<file path="src/rtl/cp0_pkg.sv">
// Shared constants for the coprocessor-0 block: register numbers, exception codes
// and SR/Cause field positions.
package cp0_pkg;

  localparam logic [4:0] CP0_COUNT   = 5'd9;
  localparam logic [4:0] CP0_COMPARE = 5'd11;
  localparam logic [4:0] CP0_SR      = 5'd12;
  localparam logic [4:0] CP0_CAUSE   = 5'd13;
  localparam logic [4:0] CP0_EPC     = 5'd14;
  localparam logic [4:0] CP0_PRID    = 5'd15;

  typedef enum logic [4:0] {
    EXC_INT     = 5'd0,
    EXC_ADEL    = 5'd4,
    EXC_ADES    = 5'd5,
    EXC_SYSCALL = 5'd8,
    EXC_RI      = 5'd10,
    EXC_OV      = 5'd12
  } exc_code_e;

  localparam int SR_IE_BIT     = 0;
  localparam int SR_EXL_BIT    = 1;
  localparam int SR_IM_LSB     = 10;
  localparam int CAUSE_EXC_LSB = 2;
  localparam int CAUSE_IP_LSB  = 10;
  localparam int CAUSE_TI_BIT  = 30;
  localparam int CAUSE_BD_BIT  = 31;

  // EPC always holds a word-aligned address.
  function automatic logic [31:0] word_align(input logic [31:0] addr);
    return {addr[31:2], 2'b00};
  endfunction

endpackage

</file>
<file path="src/rtl/cp0_timer.sv">
// Count/Compare timer with a sticky pending flag; only instantiated when the
// CP0_TIMER_EN build option is defined.
module cp0_timer (
  input  logic        clk_i,
  input  logic        rst_ni,
  input  logic        count_we_i,
  input  logic        compare_we_i,
  input  logic [31:0] wdata_i,
  output logic [31:0] count_o,
  output logic [31:0] compare_o,
  output logic        ti_o
);

  logic [31:0] count_q, count_d;
  logic [31:0] compare_q, compare_d;
  logic        ti_q, ti_d;

  // Next-state: a Compare write clears the pending flag even on a match cycle.
  always_comb begin
    count_d   = count_q + 32'd1;
    compare_d = compare_q;
    ti_d      = ti_q;
    if (count_we_i) begin
      count_d = wdata_i;
    end else begin
      count_d = count_q + 32'd1;
    end
    if (compare_we_i) begin
      compare_d = wdata_i;
      ti_d      = 1'b0;
    end else if (count_q == compare_q) begin
      ti_d = 1'b1;
    end else begin
      ti_d = ti_q;
    end
  end

  // Timer state registers.
  always_ff @(posedge clk_i or negedge rst_ni) begin
    if (!rst_ni) begin
      count_q   <= 32'd0;
      compare_q <= 32'd0;
      ti_q      <= 1'b0;
    end else begin
      count_q   <= count_d;
      compare_q <= compare_d;
      ti_q      <= ti_d;
    end
  end

  assign count_o   = count_q;
  assign compare_o = compare_q;
  assign ti_o      = ti_q;

endmodule

</file>
<file path="src/rtl/cp0_unit.sv">
// Coprocessor-0: SR/Cause/EPC/PRId, exception/interrupt request generation.
// Build option CP0_TIMER_EN adds Count(9)/Compare(11) and the Cause.TI source.
module cp0_unit
  import cp0_pkg::*;
#(
  parameter logic [31:0] PRID_VALUE = 32'h4255_4141,
  parameter int          HWINT_W    = 6
) (
  input  logic               clk,
  input  logic               reset,
  input  logic [4:0]         A1,
  input  logic [4:0]         A2,
  input  logic [31:0]        Din,
  input  logic               en,
  input  logic               EXLClr,
  input  logic [31:0]        VPC,
  input  logic               BDIn,
  input  logic [4:0]         ExcCodeIn,
  input  logic [HWINT_W-1:0] HWInt,
  output logic [31:0]        CP0Out,
  output logic [31:0]        EPCOut,
  output logic               Req
);

  logic [HWINT_W-1:0] im_q, im_d;
  logic [HWINT_W-1:0] ip_q, ip_d;
  logic               ie_q, ie_d;
  logic               exl_q, exl_d;
  logic               bd_q, bd_d;
  logic [4:0]         exc_code_q, exc_code_d;
  logic [31:0]        epc_q, epc_d;

  logic        int_req_s, exc_req_s, req_s, wr_en_s;
  logic        ti_s;
  logic [31:0] count_s, compare_s;
  logic [31:0] sr_word_s, cause_word_s, rd_data_s;

  assign int_req_s = ie_q & ~exl_q & ((|(HWInt & im_q)) | (ti_s & im_q[HWINT_W-1]));
  assign exc_req_s = (ExcCodeIn != 5'd0) & ~exl_q;
  assign req_s     = int_req_s | exc_req_s;
  // The faulting instruction must not leave a side effect, so Req vetoes its mtc0.
  assign wr_en_s   = en & ~req_s;

`ifdef CP0_TIMER_EN
  cp0_timer u_timer (
    .clk_i        (clk),
    .rst_ni       (reset),
    .count_we_i   (wr_en_s && (A2 == CP0_COUNT)),
    .compare_we_i (wr_en_s && (A2 == CP0_COMPARE)),
    .wdata_i      (Din),
    .count_o      (count_s),
    .compare_o    (compare_s),
    .ti_o         (ti_s)
  );
`else
  assign ti_s      = 1'b0;
  assign count_s   = 32'd0;
  assign compare_s = 32'd0;
`endif

  // Next-state: exception entry, then eret, then mtc0 (eret still lets the write land).
  always_comb begin
    im_d       = im_q;
    ie_d       = ie_q;
    exl_d      = exl_q;
    bd_d       = bd_q;
    exc_code_d = exc_code_q;
    epc_d      = epc_q;
    ip_d       = HWInt;
    if (req_s) begin
      exl_d      = 1'b1;
      bd_d       = BDIn;
      exc_code_d = int_req_s ? EXC_INT : ExcCodeIn;
      epc_d      = word_align(BDIn ? (VPC - 32'd4) : VPC);
    end else begin
      if (wr_en_s && (A2 == CP0_SR)) begin
        im_d  = Din[SR_IM_LSB +: HWINT_W];
        exl_d = Din[SR_EXL_BIT];
        ie_d  = Din[SR_IE_BIT];
      end else begin
        im_d = im_q;
      end
      if (wr_en_s && (A2 == CP0_EPC)) begin
        epc_d = word_align(Din);
      end else begin
        epc_d = epc_q;
      end
      if (EXLClr) begin
        exl_d = 1'b0;
      end else begin
        exl_d = exl_d;
      end
    end
  end

  // Architectural state registers.
  always_ff @(posedge clk or negedge reset) begin
    if (!reset) begin
      im_q       <= '0;
      ip_q       <= '0;
      ie_q       <= 1'b0;
      exl_q      <= 1'b0;
      bd_q       <= 1'b0;
      exc_code_q <= 5'd0;
      epc_q      <= 32'd0;
    end else begin
      im_q       <= im_d;
      ip_q       <= ip_d;
      ie_q       <= ie_d;
      exl_q      <= exl_d;
      bd_q       <= bd_d;
      exc_code_q <= exc_code_d;
      epc_q      <= epc_d;
    end
  end

  // Assemble the architected register views and the mfc0 read mux.
  always_comb begin
    sr_word_s                             = 32'd0;
    sr_word_s[SR_IM_LSB +: HWINT_W]       = im_q;
    sr_word_s[SR_EXL_BIT]                 = exl_q;
    sr_word_s[SR_IE_BIT]                  = ie_q;
    cause_word_s                          = 32'd0;
    cause_word_s[CAUSE_BD_BIT]            = bd_q;
    cause_word_s[CAUSE_TI_BIT]            = ti_s;
    cause_word_s[CAUSE_IP_LSB +: HWINT_W] = ip_q;
    cause_word_s[CAUSE_EXC_LSB +: 5]      = exc_code_q;
    case (A1)
      CP0_SR:      rd_data_s = sr_word_s;
      CP0_CAUSE:   rd_data_s = cause_word_s;
      CP0_EPC:     rd_data_s = epc_q;
      CP0_PRID:    rd_data_s = PRID_VALUE;
      CP0_COUNT:   rd_data_s = count_s;
      CP0_COMPARE: rd_data_s = compare_s;
      default:     rd_data_s = 32'd0;
    endcase
  end

  assign CP0Out = rd_data_s;
  assign EPCOut = epc_q;
  assign Req    = req_s;

endmodule
</file>
<file path="config.mk">
export PLATFORM = sky130hd
export DESIGN_NAME = cp0_unit
export DESIGN_NICKNAME = d
export VERILOG_FILES = /design/src/rtl/cp0_pkg.sv /design/src/rtl/cp0_timer.sv /design/src/rtl/cp0_unit.sv
export SDC_FILE = /design/constraint.sdc
export NUM_CORES = 1
export LEC_CHECK = 0
export ABC_AREA = 1
export ABC_CLOCK_PERIOD_IN_PS = 1900
export BUFFER_PORTS_ARGS = -buffer_cell sky130_fd_sc_hd__buf_2
export CAP_MARGIN = 40
export CORE_MARGIN = 3
export CORE_UTILIZATION = 48
export CTS_BUF_LIST = sky130_fd_sc_hd__clkbuf_16
export CTS_CLUSTER_SIZE = 14
export DETAILED_ROUTE_END_ITERATION = 6
export GPL_ROUTABILITY_DRIVEN = 0
export PLACE_DENSITY = 0.81
export RECOVER_POWER = 100
export SLEW_MARGIN = 20
export SYNTH_ARGS = -nofsm -noshare
export SYNTH_HDL_FRONTEND = slang
export SYNTH_SLANG_ARGS = --single-unit
</file>
<file path="constraint.sdc">
create_clock -name clk -period 1.9 [get_ports clk]
set_clock_uncertainty 0.2 [all_clocks]
set_input_delay 0.095 -clock clk [delete_from_list [all_inputs] [get_ports clk]]
set_output_delay 0.095 -clock clk [all_outputs]
set_load 0.01 [all_outputs]
</file>
==> results of run 1 <==
[path summary, 6_finish.rpt]
path / endpoint / slack, ns
hold / removal: EPCOut[5] / 0.007
setup reg to reg: im_q[1] / 0.09
hold reg to reg: EPCOut[29] / 0.31
max in group asynchronous: EPCOut[6] / 0.28
setup / recovery: EPCOut[19] / 0.03
min in group asynchronous: exc_code_q[2] / 0.15
[registers in the layout, summed over array words and instances (netlist names)]
name	cells
EPCOut	30
im_q	6
ip_q	6
exc_code_q	5
bd_q	1
exl_q	1
ie_q	1
[per-stage QoR]
stage | cell area [µm²] | setup WS, ns | hold slack [ns] | setup TNS (ns) | power (mW)
2_1_floorplan | 3590 | 0.242 | -0.401 | 0 | 3.41
3_3_place_gp | 4480 | 0.171 | -0.0575 | 0 | 4.35
3_5_place_dp | 4480 | 0.100 | -0.0599 | 0 | 4.44
4_1_cts | 5150 | 0.00592 | 0.000901 | 0 | 5.45
5_1_grt | 5140 | -0.102 | 0.0319 | -0.214 | 5.96
6_report | 5140 | 0.0335 | 0.00690 | 0 | 5.58
[metal layers]
metal,up-vias,GRT usage,wire length [µm]
met1,2077,0.398,5300
met3,63,0.0349,1260
met2,319,0.517,6260
met4,0,0.152,630
met5,-,0,0
li1,2185,-,-
[power by group through the flow]
stage / combinational (mW) / sequential [mW] / clock, mW
2_1_floorplan: 1.45 / 1.96 / 0
3_3_place_gp: 2.47 / 1.88 / 0
3_5_place_dp: 2.54 / 1.90 / 0
4_1_cts: 2.64 / 1.88 / 0.935
5_1_grt: 3.02 / 1.96 / 0.979
6_report: 2.74 / 1.91 / 0.921
[cell usage in the layout, fill, tap and decap left out, types with 2 or more instances in the layout]
| cell | count |
|---|---|
| inv_1 | 64 |
| buf_4 | 15 |
| nor2_2 | 3 |
| nand4_1 | 15 |
| buf_2 | 86 |
| inv_2 | 3 |
| clkbuf_1 | 63 |
| o211ai_1 | 5 |
| nor3_2 | 3 |
| nand3_1 | 25 |
| xnor2_1 | 7 |
| dlygate4sd3_1 | 51 |
| conb_1 | 2 |
| clkinv_4 | 2 |
| nand2_1 | 196 |
| xor2_1 | 6 |
| o21bai_1 | 2 |
| a21oi_1 | 7 |
| nor3_1 | 2 |
| nand3_2 | 2 |
| dfrtp_1 | 50 |
| o21ai_0 | 14 |
| o21ai_1 | 31 |
| clkbuf_16 | 5 |
| and2_1 | 2 |
| nor2_1 | 91 |
| nor2_4 | 5 |
[synth_stat cells (all sizes together)]
cell type    n  area (µm²)
nand3       28         158
nor3         5        30.0
o31ai        1        7.51
buf         13        81.3
nand4       15        93.8
ha           1        12.5
nand2      198         753
xnor2        7        61.3
a21oi        8        43.8
or2          1        6.26
o21bai       2        15.0
and2         2        12.5
clkbuf       4        15.0
xor2         7        61.3
o221ai       1        8.76
conb         1        3.75
dfrtp       50        1250
o211ai       5        37.5
nor2       100         424
nand3b       1        7.51
inv         68         258
o21ai       46         241
[cell type report]
| type | instances | share of cell area |
|---|---|---|
| timing repair buffer | 219 | 0.261 |
| inverter | 68 | 0.0501 |
| tap | 96 | 0.0234 |
| multi-input combinational | 430 | 0.392 |
| clock inverter | 3 | 0.00560 |
| clock buffer | 5 | 0.0243 |
| sequential | 50 | 0.243 |
[worst max-delay path, cell delays in order]
cell and delay (ns):
dlygate4sd3_1 0.52, buf_4 0.16, inv_2 0.08, nor2_4 0.12, nand3_4 0.13, nor2_4 0.21, nand2_1 0.11, xor2_2 0.17
nand2_1 0.09, nand2_1 0.09, nand2_1 0.05
[cells by family (layout without fill, tap and decap cells)]
family | Yosys count | after routing | synth area share
AOI/OAI and AO/OA | 63 | 63 | 0.0988
xor gates and xnor gates | 14 | 14 | 0.0342
adders and majority gates | 1 | 1 | 0.00349
buffers and inverters | 85 | 295 | 0.0988
DFF | 50 | 50 | 0.349
other | 1 | 2 | 0.00105
and+or+nand+nor | 350 | 350 | 0.414
[repair_timing]
item                                    4_1_cts  5_1_grt
hold endpoints to repair                     73        0
endpoints found under the setup margin        0       22
buffers inserted                              0        5
hold buffers                                 51        0
resized for setup                             0       14
==> results by group, run 1 <==
Run status
  – Status: finished, final reports clean

Route
  – Antenna-violating nets left: 0
  – DR vias: ~4600
  – Final wirelength: about 13000 µm
  – Initial drt markers: approximately 380
  – Vias per cell: between 5 and 6
  – Per-cell routed wire length: around 15 µm
  – DRC: 0
  – Drt pass-1 iters: 6

Die
  – Die X: 92.4 µm
  – Starting Density: 0.511
  – Chip Height: 92.4 µm
  – DIE AREA: about 8500 µm²
  – Cell row count: 30
  – IO Count: 155
  – Area of the core: 7020 µm²

Clocking
  – Inserted Clock Buffers: 5
  – Clk_lat worst skew: roughly 0.29 ns
  – Longest Clk Path Bufs: 2
  – CTS tree: done
  – CTS Root Cell: clkbuf_16
  – CTS H-tree depth: 2
  – Reg clk slew, reported paths: ~0.070 ns
  – CTS sink cnt: 50

Pwr
  – Power share of the sequential group: 0.343
  – Switching Share: 0.448
  – Clock Power Share: 0.165
  – Cell Int Power: 3.08 mW
  – Switching pwr: approximately 2.5 mW
  – PD cells: about 1100 nW/µm²
  – Worst vdd ir: about 0.54 mV
  – Leak: between 2 and 3 nW
  – Gate power share: 0.492

Timing
  – Worst-Margin Slew: roughly 0.67 ns
  – Max Clk Rate: around 540 MHz
  – Unrepaired setup endpoints after global routing: true
  – Final min period: between 1.5 and 2 ns
  – Rel. slew slack: 0.551
  – Final hold vios: 0
  – Final count of negative-setup-slack endpoints: 0
  – Max-slew violation count: 0
  – Final period util: 0.982

Hold path
  – Hold_sp: VPC[5]
  – Hold Path Class: input port to flop
  – Hold path depth: 4

Setup path
  – Arrival time at the worst endpoint: 1.85 ns
  – Critical path startpoint: BDIn
  – Max Fanout on Critical Path: 7
  – Worst Path Class, Setup: input port to flop
  – WP data required: between 1.5 and 2 ns
  – RR Startpoint: im_q[1]
  – Reg2Reg Depth: 8
  – CP endpoint kind: flop
  – Startpoint types: input port

Final layout
  – Final core occ: 0.732
  – Antenna fix cells: 0
  – # fillers: 564
  – Nets@finish: between 800 and 900
  – Syn-to-layout area delta: 43.5%
  – Layout cell share with drive strength beyond 1: 0.177
  – Final Instance Count excl. Fillers: 871
  – Area used by multi-input combinational logic: a little over 2000 µm²
  – Storage cell area: around 1300 µm²

Global routing
  – Grt total ovfl: 0
  – First-pass GRT wire length: between 20000 and 25000 µm
  – Initial antenna violation count: 0
  – Vias in the first global route: between 4000 and 5000
  – Pin count of the biggest net entering global routing: 27
  – GRT Total Usage: 0.310

Placement
  – # port buffers: 150
  – Hpwl dp: ~9400 µm
  – Cells after DPL: 807

Logic synthesis
  – Area of the mapped netlist: approximately 3600 µm²
  – Sequential-to-total area share from yosys stat: 0.349
  – YS warnings: 0
  – Yosys cell types: 37
  – Average cell area after synthesis: around 6.4 µm²
  – Mapped Cells: approximately 560
  – Yosys reg bits: 50

Job
  – Max capacitance violation total: 0
(Power assumes the default switching activity.)
==> inputs of run 2 (changes only) <==
--- a/config.mk
+++ b/config.mk
@@ -7,15 +7,15 @@
 export LEC_CHECK = 0
 export ABC_AREA = 1
 export ABC_CLOCK_PERIOD_IN_PS = 1900
-export BUFFER_PORTS_ARGS = -buffer_cell sky130_fd_sc_hd__buf_2
 export CAP_MARGIN = 40
 export CORE_MARGIN = 3
-export CORE_UTILIZATION = 48
+export CORE_UTILIZATION = 60
 export CTS_BUF_LIST = sky130_fd_sc_hd__clkbuf_16
 export CTS_CLUSTER_SIZE = 14
 export DETAILED_ROUTE_END_ITERATION = 6
+export DONT_BUFFER_PORTS = 1
 export GPL_ROUTABILITY_DRIVEN = 0
-export PLACE_DENSITY = 0.81
+export PLACE_DENSITY = 0.86
 export RECOVER_POWER = 100
 export SLEW_MARGIN = 20
 export SYNTH_ARGS = -nofsm -noshare
==> results by group, run 2 (synthesis gave the netlist of run 1 again) <==
Global routing
  – GRT Total Usage: 0.367 (+0.0573)
  – First-pass GRT wire length: 20900 µm (-1.6%)
  – Initial antenna violation count: 0 (unchanged)
  – Grt total ovfl: 0 (unchanged)
  – Pin count of the biggest net entering global routing: 51 (+89%)
  – Vias in the first global route: 4425 (+1.9%)

Timing
  – Max-slew violation count: 0 (unchanged)
  – Min Hold Slack: 0.0318 ns (+0.0249 ns)
  – Setup ws final: -0.0123 ns (-0.0458 ns)
  – Final count of negative-setup-slack endpoints: 1 (+1)
  – Rel. slew slack: 0.186 (-0.364)
  – Final hold vios: 0 (unchanged)
  – Final period util: 1.01 (+0.0241)
  – Max Clk Rate: 523 MHz (-2.4%)
  – Worst-Margin Slew: 1.22 ns (+0.546 ns)
  – Final min period: 1.91 ns (+0.0458 ns)

Die
  – Starting Density: 0.635 (+0.125)
  – Die X: 83.3 µm (-9.9%)
  – Chip Height: 83.3 µm (-9.9%)
  – DIE AREA: 6940 µm² (-19%)
  – Cell row count: 27 (-10%)
  – Area of the core: 5640 µm² (-20%)
  – IO Count: 155 (unchanged)

Setup path
  – Most frequent CP cell: nand2_1
  – Arrival time at the worst endpoint: 1.89 ns (+0.04 ns)
  – Max Fanout on Critical Path: 4 (-3)
  – Startpoint types: input port
  – Crit-path max cell delay: 0.59 ns (+0.07 ns)
  – Slowest CP cell: dlygate4sd3_1
  – WP data required: 1.87 ns (about the same)
  – CP Cell Sequence: dlygate4sd3_1 > nor2_2 > nand2_1 > inv_1 > nand3_2 > nor2_1 > nand2_1 > nand2_1 > nand2_1 > nand2_1 > nand2_1
  – CP endpoint kind: flop
  – Worst Path Class, Setup: input port to flop

Clocking
  – CTS Root Cell: clkbuf_16
  – CTS H-tree depth: 2 (unchanged)
  – CTS sink cnt: 50 (unchanged)
  – Inserted Clock Buffers: 5 (unchanged)
  – Clk_lat worst skew: 0.28 ns (about the same)
  – Reg clk slew, reported paths: 0.06 ns (about the same)
  – Longest Clk Path Bufs: 2 (unchanged)
  – Postcts setup bufs: 0 (unchanged)
  – CTS tree: done

Final layout
  – Syn-to-layout area delta: 29.1%
  – Final Instance Count excl. Fillers: 717 (-18%)
  – Area used by multi-input combinational logic: 2000 µm² (-0.74%)
  – Most common library cell in the layout ignoring fill and taps: nand2_1
  – Most frequent cells in the layout: 196 x nand2_1, 92 x nor2_1, 78 x dlygate4sd3_1
  – Layout cell share with drive strength beyond 1: 0.0589 (-0.118)
  – Antenna fix cells: 0 (unchanged)
  – Max reg flops: 30 (unchanged)
  – # fillers: 362 (-36%)
  – Storage cell area: 1250 µm² (unchanged)
  – Nets@finish: 735 (-15%)

Route
  – DRC: 0 (unchanged)
  – DR vias: 4287 (-7.7%)
  – Vias per cell: 5.98 (+12%)
  – Antenna-violating nets left: 0 (unchanged)
  – Per-cell routed wire length: 18.1 µm (+17%)
  – Drt pass-1 iters: 5 (-1)
  – Final wirelength: 13000 µm (-3.5%)
  – Initial drt markers: 484 (+26%)

Job
  – Max capacitance violation total: 0 (unchanged)

Run status
  – Failing checks: negative setup slack
  – Status: complete, but fails checks

Pwr
  – Leak: 2.24 nW (-13%)
  – Worst vdd ir: 0.647 mV (+21%)
  – PD cells: 1100 nW/µm² (+1.6%)

Placement
  – Cells after DPL: 630 (-22%)
  – # port buffers: 0 (-100%)
  – Hpwl dp: 8500 µm (-10%)

Hold path
  – Hold Path Class: input port to flop
[run 2: cell count changes in the layout (fill, tap and decap cells not counted), moves of 2 or more]
cell           previous run  this run
clkbuf_1                 63         0
buf_2                    86         0
clkinv_4                  2         0
dlygate4sd3_1            51        78
buf_4                    15         8
o21ai_1                  31        28
o21ai_0                  14        17
[run 2: path summary, 6_finish.rpt]
path | from | to | slack (ns) | cells past startpoint
setup / recovery | VPC[12] | EPCOut[25] | -0.01 | 11
hold / removal | VPC[2] | EPCOut[5] | 0.03 | 5
setup reg to reg | im_q[2] | EPCOut[24] | 0.09 | 9
hold reg to reg | im_q[1] | im_q[1] | 0.31 | 2
max in group asynchronous | reset | EPCOut[16] | 0.33 | 2
min in group asynchronous | reset | exc_code_q[1] | 0.44 | 2
[run 2: area by class of cell]
class,count,share of cell area
tap,72,0.0195
multi-input combinational,430,0.433
timing repair buffer,89,0.192
clock buffer,5,0.0271
clock inverter,3,0.00271
sequential,50,0.271
inverter,68,0.0557
[run 2: routing by layer]
layer / up-vias / wire (µm) / global-route usage
met5: - / 0 / 0
met4: 0 / 537 / 0.168
met3: 85 / 1680 / 0.0833
met2: 391 / 6070 / 0.610
met1: 1899 / 4700 / 0.452
li1: 1912 / - / -
[run 2: critical path: cells and delay by family]
kind	cells	cell delay, ns
AND/OR/NAND/NOR	9	1.04
buffers and inverters	2	0.76
[run 2: where the power goes]
group          internal [mW]  switching (mW)  leakage, nW
clock                  0.477           0.375       0.0724
sequential              1.53           0.579        0.591
combinational          0.800            1.34         1.58
total                   2.80            2.29         2.24
[run 2: timing repair]
| action | 4_1_cts | 5_1_grt |
|---|---|---|
| hold buffers | 78 | 1 |
| endpoints found under the setup margin | 0 | 13 |
| resized for setup | 0 | 5 |
| hold endpoints to repair | 100 | 1 |
[run 2: stage by stage]
stage,setup TNS [ns],instance area [µm²],util,setup slack [ns],power (mW)
after floorplan,0,3590,-,0.242,3.41
after global placement,0,3680,0.652,0.154,3.88
after detailed placement,0,3680,0.652,0.121,3.96
after CTS,0,4620,0.818,0.0956,4.98
after global routing,-0.0676,4620,0.820,-0.0346,5.42
final,-0.0123,4620,0.820,-0.0123,5.10
==> inputs of run 3 (changes only) <==
--- a/config.mk
+++ b/config.mk
@@ -5,17 +5,16 @@
 export SDC_FILE = /design/constraint.sdc
 export NUM_CORES = 1
 export LEC_CHECK = 0
-export ABC_AREA = 1
 export ABC_CLOCK_PERIOD_IN_PS = 1900
 export CAP_MARGIN = 40
 export CORE_MARGIN = 3
-export CORE_UTILIZATION = 60
+export CORE_UTILIZATION = 51
 export CTS_BUF_LIST = sky130_fd_sc_hd__clkbuf_16
 export CTS_CLUSTER_SIZE = 14
 export DETAILED_ROUTE_END_ITERATION = 6
 export DONT_BUFFER_PORTS = 1
 export GPL_ROUTABILITY_DRIVEN = 0
-export PLACE_DENSITY = 0.86
+export PLACE_DENSITY = 0.76
 export RECOVER_POWER = 100
 export SLEW_MARGIN = 20
 export SYNTH_ARGS = -nofsm -noshare
==> results by group, run 3 <==
Setup path
  – RR Endpoint: exc_code_q[3]
  – Reg2Reg Setup Slack: -0.02 ns (-0.11 ns)
  – Max Fanout on Critical Path: 3 (-1)
  – Reg2Reg Depth: 6 (-3)
  – Crit-path max cell delay: 0.60 ns (about the same)
  – Arrival time at the worst endpoint: 1.89 ns (about the same)
  – Most frequent CP cell: dlygate4sd3_1
  – WP data required: 1.86 ns (about the same)
  – CP bufs+invs: 2 (unchanged)
  – Worst Path Class, Setup: input port to flop
  – Delay-heaviest family, CP: buffers and inverters
  – CP Cell Sequence: dlygate4sd3_1 > nor2_2 > nand2_1 > o31ai_2 > dlygate4sd3_1 > a31oi_1
  – Slowest CP cell: dlygate4sd3_1
  – Startpoint types: input port
  – RR Startpoint: im_q[3]
  – CP endpoint kind: flop

Timing
  – Final min period: 1.93 ns (+0.0191 ns)
  – Final hold vios: 3 (+3)
  – Rel. slew slack: 0.182 (-0.00400)
  – Max-slew violation count: 0 (unchanged)
  – Min Hold Slack: -0.0142 ns (-0.0459 ns)
  – Worst-Margin Slew: 1.23 ns (+0.00601 ns)
  – Max Clk Rate: 518 MHz (-0.99%)
  – Final period util: 1.02 (+0.0101)
  – Unrepaired setup endpoints after global routing: true
  – Setup TNS Final: -0.0636 ns (-0.0513 ns)
  – Setup ws final: -0.0315 ns (-0.0191 ns)
  – Final count of negative-setup-slack endpoints: 4 (+3)

Die
  – DIE AREA: 8080 µm² (+17%)
  – Chip Height: 89.9 µm (+7.9%)
  – Die X: 89.9 µm (+7.9%)
  – Cell row count: 29 (+7.4%)
  – Area of the core: 6570 µm² (+16%)
  – IO Count: 155 (unchanged)
  – Starting Density: 0.547 (-0.0886)

Pwr
  – PD cells: 1000 nW/µm² (-9.2%)
  – Total power: 4.91 mW (-3.7%)
  – Leak: 1.96 nW (-13%)
  – Worst vdd ir: 0.630 mV (-2.6%)

Final layout
  – # fillers: 452 (+25%)
  – Most common library cell in the layout ignoring fill and taps: dlygate4sd3_1
  – Final core occ: 0.747 (-0.0725)
  – Most frequent cells in the layout: 77 x dlygate4sd3_1, 50 x dfrtp_1, 38 x nor2_1
  – Syn-to-layout area delta: 36.7%
  – Layout cell share with drive strength beyond 1: 0.141 (+0.0822)
  – Nets@finish: 593 (-19%)
  – Final Instance Count excl. Fillers: 597 (-17%)
  – Storage cell area: 1250 µm² (unchanged)
  – Max reg flops: 30 (unchanged)
  – Area used by multi-input combinational logic: 2220 µm² (+11%)

Route
  – DR vias: 4038 (-5.8%)
  – Antenna-violating nets left: 0 (unchanged)
  – Per-cell routed wire length: 22.6 µm (+25%)
  – DRC: 0 (unchanged)
  – Initial drt markers: 586 (+21%)
  – Vias per cell: 6.76 (+13%)
  – Drt pass-1 iters: 6 (+1)
  – Final wirelength: 13500 µm (+4.1%)

Logic synthesis
  – EDFF count, synth: 0 (unchanged)
  – Yosys top cell by area: dfrtp_1
  – Top-area cell type share of the netlist area: 0.349 (-0.000609)
  – Largest cells by area after synthesis: dfrtp_1 35%, mux2i_1 9.5%, a31oi_1 5.6%
  – Top-count cell post-synth: dfrtp_1
  – YS warnings: 0 (unchanged)
  – Yosys cell types: 55 (+49%)
  – Commonest cells in the netlist: 50 x dfrtp_1, 40 x nor2_1, 34 x mux2i_1, 32 x a31oi_1, 22 x inv_1
  – Yosys reg bits: 50 (unchanged)
  – Main synth FF type: dfrtp_1
  – Area of the mapped netlist: 3590 µm² (+0.17%)
  – Ys async rst share: 1.00 (unchanged)
  – Sequential-to-total area share from yosys stat: 0.349 (-0.000609)
  – Average cell area after synthesis: 8.97 µm² (+41%)
  – Mapped Cells: 400 (-29%)

Placement
  – Hpwl dp: 8730 µm (+2.8%)
  – # port buffers: 0 (unchanged)
  – Cells after DPL: 503 (-20%)
  – Setup Slack @ Placement: -0.0344 ns (-0.155 ns)

Global routing
  – Vias in the first global route: 3873 (-12%)
  – First-pass GRT wire length: 20700 µm (-1.2%)
  – Pin count of the biggest net entering global routing: 51 (unchanged)
  – Grt total ovfl: 0 (unchanged)
  – Initial antenna violation count: 1 (+1)
  – GRT Total Usage: 0.312 (-0.0555)

Clocking
  – Inserted Clock Buffers: 5 (unchanged)
  – Reg clk slew, reported paths: 0.07 ns (about the same)
  – CTS tree: done
  – Clk_lat worst skew: 0.29 ns (about the same)
  – CTS sink cnt: 50 (unchanged)
  – Longest Clk Path Bufs: 2 (unchanged)
  – CTS H-tree depth: 2 (unchanged)
  – CTS Root Cell: clkbuf_16

Hold path
  – Hold path depth: 3 (-2)
  – WHS Endpoint: EPCOut[15]
  – Hold_sp: A2[1]
  – Hold Path Class: input port to flop

Run status
  – Status: complete, but fails checks
  – Failing checks: negative hold slack, negative setup slack

Job
  – Max capacitance violation total: 0 (unchanged)
[run 3: cell count changes after synthesis, moves of 10 or more]
| cell | change |
|---|---|
| mux2i_1 | +34 |
| nor2_1 | -54 |
| clkbuf_1 | +13 |
| inv_1 | -42 |
| o21ai_1 | -28 |
| or3_1 | +10 |
| nand2_1 | -184 |
| nand3_1 | -22 |
| nor3_1 | +12 |
| and4_1 | +16 |
| a31oi_1 | +32 |
| nor4_1 | +20 |
[run 3: what timing repair did]
item,in CTS,in global routing
endpoints found under the hold margin,100,3
setup endpoints to repair,20,34
pin swaps,2,4
resized for setup,6,16
hold buffers,78,2
buffers inserted,4,2
gates cloned,0,0
[run 3: area by class of cell]
class | count | share of cell area
diodes | 1 | 0.000510
clock buffers | 5 | 0.0255
clock inverters | 3 | 0.00433
inverters | 23 | 0.0181
multi-input cells | 301 | 0.452
flip-flops and latches | 50 | 0.255
well taps | 93 | 0.0237
repair buffers | 121 | 0.221
[run 3: worst max path at each step]
stage,start,endpoint,slack [ns],depth (start not counted)
finish,VPC[20],EPCOut[23],-0.03,6
global route,VPC[20],EPCOut[23],-0.1,6
CTS,im_q[1],exc_code_q[3],0.002,6
detailed placement,im_q[0],im_q[1],-0.03,4
global placement,im_q[0],ie_q,0.01,4
floorplan,im_q[3],EPCOut[10],0.1,5
[run 3: per-stage QoR]
step	area (µm²)	hold WS [ns]
after floorplan	3590	-0.401
after global placement	3880	-0.399
after detailed placement	3880	-0.399
after CTS	4890	-0.184
after global routing	4910	0.00714
final	4910	-0.0142
[run 3: layer usage]
layer  part of all wire  wire, µm  global-route usage  vias to the layer above
met3              0.098      1320              0.0618                       53
met2               0.48      6490               0.528                      316
li1                   -         -                   -                     1736
met1               0.39      5260               0.399                     1933
met5                  0         0                   0                        -
met4              0.033       451               0.108                        0
[run 3: power by group]
| group | leakage (nW) | internal (mW) | switching (mW) |
|---|---|---|---|
| registers | 0.586 | 1.51 | 0.593 |
| logic | 1.31 | 0.905 | 1.02 |
| clock network | 0.0714 | 0.488 | 0.398 |
| total | 1.96 | 2.90 | 2.01 |
[run 3: cell families after synthesis]
kind of cell,Yosys count,share of synthesized area
simple gates,167,0.292
compound gates,76,0.143
flops,50,0.349
buf+inv,50,0.0603
mux,42,0.120
xor+xnor,13,0.0317
fa+ha+maj,1,0.00348
other cells,1,0.00104
[run 3: worst reg2reg max path: cells and delay by family (launching register included)]
family                 cells  cell delay [ns]
buffers and inverters      2             0.32
AOI/OAI and AO/OA          3             0.80
and+or+nand+nor            1             0.12
DFF                        1             0.38
